`src/rtl/bounce_gen_if.sv`:
```
// Signal bundle between a bounce generator and the logic that feeds and observes it.
// The master drives the clean level and mode; the slave returns the bounced level.
interface bounce_gen_if;
    logic d_in;
    logic enable;
    logic d_out;
    logic busy;

    modport master (
        output d_in,
        output enable,
        input  d_out,
        input  busy
    );

    modport slave (
        input  d_in,
        input  enable,
        output d_out,
        output busy
    );
endinterface

```
`src/rtl/bounce_gen.sv`:
```
// Switch-bounce generator: turns each clean level change on d_in into a burst of
// pseudo-randomly spaced toggles followed by a settle hold; bypass passes the level clean.
module bounce_gen #(
    parameter int            N_BOUNCE = 4,
    parameter int            GAP_W    = 2,
    parameter int            SETTLE   = 16,
    parameter logic [7:0]    SEED     = 8'hA5
) (
    input  logic       sample_clk,
    input  logic       rst_n,
    bounce_gen_if.slave bus
);

    typedef enum logic [1:0] {STABLE, BOUNCE, SETTLE_ST} state_t;

    localparam logic [GAP_W:0] GAP_ONE      = 1;
    localparam logic [4:0]     TOGGLES_INIT = 5'(2 * N_BOUNCE);
    localparam logic [7:0]     SETTLE_INIT  = 8'(SETTLE);

    state_t         state, state_next;
    logic           d_in_q;
    logic           level, level_next;
    logic           d_out_q, d_out_next;
    logic           busy_q;
    logic [4:0]     toggles_left, toggles_next;
    logic [GAP_W:0] gap_cnt, gap_next;
    logic [7:0]     settle_cnt, settle_next;
    logic [7:0]     lfsr;

    logic           lfsr_fb;
    logic           change;
    logic           gap_hit;
    logic           last_toggle;
    logic [GAP_W:0] gap_load;

    // x^8 + x^6 + x^5 + x^4 + 1, maximal length, so the all-zero state is never entered
    assign lfsr_fb     = lfsr[7] ^ lfsr[5] ^ lfsr[4] ^ lfsr[3];
    assign gap_load    = {1'b0, lfsr[GAP_W-1:0]} + GAP_ONE;
    assign change      = (d_in_q != level);
    assign gap_hit     = (gap_cnt == GAP_ONE);
    assign last_toggle = gap_hit && (toggles_left == 5'd1);

    always_ff @(posedge sample_clk) begin
        // NOTE: every register here uses <= so all state updates see pre-edge values.
        if (!rst_n) begin
            state        <= STABLE;
            d_in_q       <= 1'b0;
            level        <= 1'b0;
            d_out_q      <= 1'b0;
            busy_q       <= 1'b0;
            toggles_left <= '0;
            gap_cnt      <= '0;
            settle_cnt   <= '0;
            lfsr         <= SEED;
        end else begin
            state        <= state_next;
            d_in_q       <= bus.d_in;
            level        <= level_next;
            d_out_q      <= d_out_next;
            busy_q       <= (state_next != STABLE);
            toggles_left <= toggles_next;
            gap_cnt      <= gap_next;
            settle_cnt   <= settle_next;
            lfsr         <= {lfsr[6:0], lfsr_fb};
        end
    end

    always_comb begin
        state_next = state;
        unique case (state)
            STABLE:    if (change && bus.enable) state_next = BOUNCE;
            BOUNCE:    if (last_toggle) state_next = SETTLE_ST;
            SETTLE_ST: if (settle_cnt == 8'd1) state_next = STABLE;
            default:   state_next = STABLE;
        endcase
    end

    always_comb begin
        // NOTE: defaults first so no path through the case leaves a target unassigned (no latches).
        level_next   = level;
        d_out_next   = d_out_q;
        toggles_next = toggles_left;
        gap_next     = gap_cnt;
        settle_next  = settle_cnt;
        unique case (state)
            STABLE: begin
                if (change) begin
                    level_next = d_in_q;
                    d_out_next = d_in_q;
                    if (bus.enable) begin
                        toggles_next = TOGGLES_INIT;
                        gap_next     = gap_load;
                    end
                end
            end
            BOUNCE: begin
                if (gap_hit) begin
                    d_out_next   = ~d_out_q;
                    toggles_next = toggles_left - 5'd1;
                    gap_next     = gap_load;
                    if (toggles_left == 5'd1) settle_next = SETTLE_INIT;
                end else begin
                    gap_next = gap_cnt - GAP_ONE;
                end
            end
            SETTLE_ST: begin
                // toggle count is even, so this only restates the committed level
                d_out_next  = level;
                settle_next = settle_cnt - 8'd1;
            end
            default: ;
        endcase
    end

    assign bus.d_out = d_out_q;
    assign bus.busy  = busy_q;

endmodule

```
`src/flat_wrapper.sv`:
```
// flat-port wrapper written by rule: the top's interface ports become plain ports
module bounce_gen_flat 
#(
    parameter int            N_BOUNCE = 4,
    parameter int            GAP_W    = 2,
    parameter int            SETTLE   = 16,
    parameter logic [7:0]    SEED     = 8'hA5
)
  (sample_clk, rst_n, bus_d_in, bus_enable, bus_d_out, bus_busy);
  bounce_gen_if bus_i ();
  input  logic sample_clk;
  input  logic rst_n;
  input wire logic [$bits(bus_i.d_in)-1:0] bus_d_in;
  input wire logic [$bits(bus_i.enable)-1:0] bus_enable;
  output wire logic [$bits(bus_i.d_out)-1:0] bus_d_out;
  output wire logic [$bits(bus_i.busy)-1:0] bus_busy;
  assign bus_i.d_in = bus_d_in;
  assign bus_i.enable = bus_enable;
  assign bus_d_out = bus_i.d_out;
  assign bus_busy = bus_i.busy;
  bounce_gen #(.N_BOUNCE(N_BOUNCE), .GAP_W(GAP_W), .SETTLE(SETTLE), .SEED(SEED)) u_core (.sample_clk(sample_clk), .rst_n(rst_n), .bus(bus_i));
endmodule
```
`config.mk`:
```
export PLATFORM = sky130hd
export DESIGN_NAME = bounce_gen_flat
export DESIGN_NICKNAME = d
export VERILOG_FILES = /design/src/rtl/bounce_gen_if.sv /design/src/rtl/bounce_gen.sv /design/src/flat_wrapper.sv
export SDC_FILE = /design/constraint.sdc
export NUM_CORES = 1
export LEC_CHECK = 0
export BUFFER_PORTS_ARGS = -buffer_cell sky130_fd_sc_hd__buf_4
export CORE_MARGIN = 1
export CORE_UTILIZATION = 35
export CTS_CLUSTER_DIAMETER = 40
export CTS_CLUSTER_SIZE = 10
export DETAILED_ROUTE_END_ITERATION = 8
export SLEW_MARGIN = 20
export SYNTH_ARGS = -nofsm -noshare
export SYNTH_HDL_FRONTEND = slang
export SYNTH_SLANG_ARGS = --single-unit
```
`constraint.sdc`:
```
create_clock -name sample_clk -period 2.2 [get_ports sample_clk]
set_input_delay 0.33 -clock sample_clk [delete_from_list [all_inputs] [get_ports sample_clk]]
set_output_delay 0.33 -clock sample_clk [all_outputs]
set_load 0.005 [all_outputs]
```
==> impl_metrics.env <==
export IMPL_wl_per_cell_um=12.5
export IMPL_start_kind="flip-flop"
export IMPL_cts_hold_buf=0
export IMPL_synthAdderAreaFrac=0.0863
export IMPL_placement_io_buffers=5
export IMPL_peakVddDrop_mv=0.498
export IMPL_status="finished clean"
export IMPL_rows=24
export IMPL_cts_sinks=30
export IMPL_dp_cells=233
export IMPL_die_area_mm2=0.00483
export IMPL_drt_pass1_iterations=4
export IMPL_syn_avg_cell_area_um2=8.86
export IMPL_synthCells=180
export IMPL_dp_hpwl_um=2210
export IMPL_rsz0062_at_grt="no"
export IMPL_cts_setup_buffers=0
export IMPL_start_util=0.366
export IMPL_syn_to_final_growth_pct=12.7
export IMPL_synthXorXnorAreaFrac=0.0487
export IMPL_post_cts_resized=0
export IMPL_synthSimpleGateAreaFrac=0.207
export IMPL_cts_root_buf="clkbuf_8"
export IMPL_max_cap_viol_count=0
export IMPL_hold_ws_ns=0.260
export IMPL_finalCriticalPeriod_ns=1.92
export IMPL_synth_top_family_by_area="simple AND/OR/NAND/NOR gates"
export IMPL_crit_path_start="u_core.state[0]"
export IMPL_routed_via_density=5.16
export IMPL_clkSlewWorstSetupHoldPaths_ns=0.06
export IMPL_r2r_start="u_core.state[0]"
export IMPL_finalMaxSlewViolations=0
export IMPL_relSlewSlack=0.668
export IMPL_r2r_setup_slack_ns=0.28
export IMPL_final_cell_mix="dfxtp_1, nor2_1, inv_1, a21oi_1, ha_1"
export IMPL_placeableCoreArea_mm2=0.00435
export IMPL_htree_levels=2
export IMPL_grt_pass1_wl_um=5370
export IMPL_die_x_um=69.5
export IMPL_synth_edff_count=0
export IMPL_vias=1243
export IMPL_crit_fanout=9
export IMPL_worst_pin_slew_ns=0.494
export IMPL_first_iter_violations=46
export IMPL_ys_seq_area_frac=0.377
export IMPL_netlist_area_leader_share=0.377
export IMPL_syn_nets=195
export IMPL_synth_mux_area_frac=0.0322
export IMPL_cts_buffers=5
export IMPL_cts_path_max_buffers=2
export IMPL_synth_warnings=0
export IMPL_period_share=0.874
export IMPL_nNetsFinal=203
export IMPL_max_freq_mhz=520
export IMPL_grt_overflow=0
export IMPL_synth_top_cell_by_area="dfxtp_1"
export IMPL_drt_drc_violations_left=0
export IMPL_cts_tree="built"
export IMPL_hold_viol_final=0
export IMPL_ant_nets=0
export IMPL_gp_congestion=0.770
export IMPL_ys_async_sr_fraction=0
export IMPL_hp_start="bus_d_in"
export IMPL_finalSetupViolations=0
export IMPL_insertion_delay_ns=0.28
export IMPL_synth_cell_types=45
export IMPL_antenna_found_initial=0
export IMPL_ys_seq_elements=30
export IMPL_p_leak_nw=0.703
export IMPL_grt_util_all_layers=0.141
export IMPL_num_antenna_cells=0
export IMPL_ys_flop_type="dfxtp_1"
export IMPL_fin_util=0.413
export IMPL_final_common_cell="dfxtp_1"
export IMPL_drive_above_1_share=0.138
export IMPL_yosys_top_cells_area="dfxtp_1, ha_1, nor2_1, a21oi_1, inv_1"
export IMPL_grt_pass1_vias=1134
export IMPL_path_class="reg2reg"
export IMPL_grt_max_degree=15
export IMPL_num_io_pins=6
export IMPL_instances_no_fill=241
export IMPL_wl_um=3020
export IMPL_fin_skew_ns=0.00481
export IMPL_die_y_um=69.5
export IMPL_holdCritPathClass="in2reg"
export IMPL_cp_end_kind="flip-flop"
export IMPL_p_per_area_mw_per_mm2=796
export IMPL_critPathArrivalTime_ns=2.09
export IMPL_setup_tns_ns=0
export IMPL_synth_compound_area_frac=0.200
export IMPL_synth_area_mm2=0.00159
export IMPL_required_ns=2.36
cell families after synthesis:
kind of cell,after synthesis
AND/OR/NAND/NOR,63
flip-flops,30
adder cells (fa/ha/maj),11
XOR/XNOR,8
AO/OA/AOI/OAI,43
multiplexers,5
buffers and inverters,20
through the flow:
| step | total power, mW | worst slack (ns) | area (um2) |
|---|---|---|---|
| 2_1_floorplan | 0.861 | 0.362 | 1590 |
| 3_3_place_gp | 0.928 | 0.324 | 1690 |
| 3_5_place_dp | 0.929 | 0.281 | 1690 |
| 4_1_cts | 1.45 | 0.272 | 1800 |
| 5_1_grt | 1.52 | 0.0986 | 1800 |
| 6_report | 1.43 | 0.278 | 1800 |
critical path, stage by stage (launching register included):
cell,delay [ns]
dfxtp_1,0.36
inv_1,0.09
ha_1,0.42
nor4b_1,0.25
a221o_1,0.36
nor2_1,0.06
mux2_2,0.27
path summary, 6_finish.rpt:
kind | end | cells past startpoint
setup / recovery | u_core.settle_cnt[5] | 6
hold reg to reg | u_core.lfsr[7] | 1
setup reg to reg | u_core.settle_cnt[5] | 6
hold / removal | u_core.d_in_q | 2
synth_stat cells (2+ instances only):
| master | count |
|---|---|
| nor3_1 | 7 |
| nor2_1 | 18 |
| nor2b_1 | 2 |
| a21oi_1 | 13 |
| xor2_1 | 3 |
| a31o_2 | 4 |
| mux2i_1 | 4 |
| nor4_1 | 2 |
| buf_2 | 2 |
| nand3b_1 | 2 |
| o21ai_0 | 7 |
| clkbuf_1 | 4 |
| nand2b_1 | 6 |
| inv_1 | 13 |
| and2_1 | 5 |
| nand4_1 | 3 |
| dfxtp_1 | 30 |
| nand2_1 | 9 |
| ha_1 | 11 |
| xnor2_1 | 4 |
| or3_1 | 5 |
| a31oi_1 | 3 |
final cells by class:
class | count | area (um2)
repair buffers | 7 | 52.6
well taps | 52 | 65.1
fillers | 430 | 2560
multi-input cells | 130 | 916
clock buffers | 8 | 110
flip-flops and latches | 30 | 601
inverters | 14 | 52.6
power breakdown:
group / total, mW / internal, mW / switching, mW
Combinational: 0.280 / 0.126 / 0.154
Clock: 0.511 / 0.315 / 0.196
Sequential: 0.638 / 0.593 / 0.0453
Total: 1.43 / 1.03 / 0.395
sequential cells by signal (all words and copies together), names as in the netlist:
register             count
u_core.lfsr              8
u_core.bus.d_out         1
u_core.settle_cnt        8
u_core.level             1
u_core.state             2
u_core.bus.busy          1
u_core.toggles_left      5
u_core.d_in_q            1
u_core.gap_cnt           3
routing by layer:
| metal | vias to the layer above | part of all wire | GRT usage |
|---|---|---|---|
| met3 | 4 | 0.033 | 0.0494 |
| met1 | 576 | 0.52 | 0.181 |
| met2 | 8 | 0.43 | 0.216 |
| met4 | 0 | 0.014 | 0.0522 |
| li1 | 655 | - | - |
| met5 | - | 0 | 0 |
No activity file was read; power rests on OpenSTA's default activity.
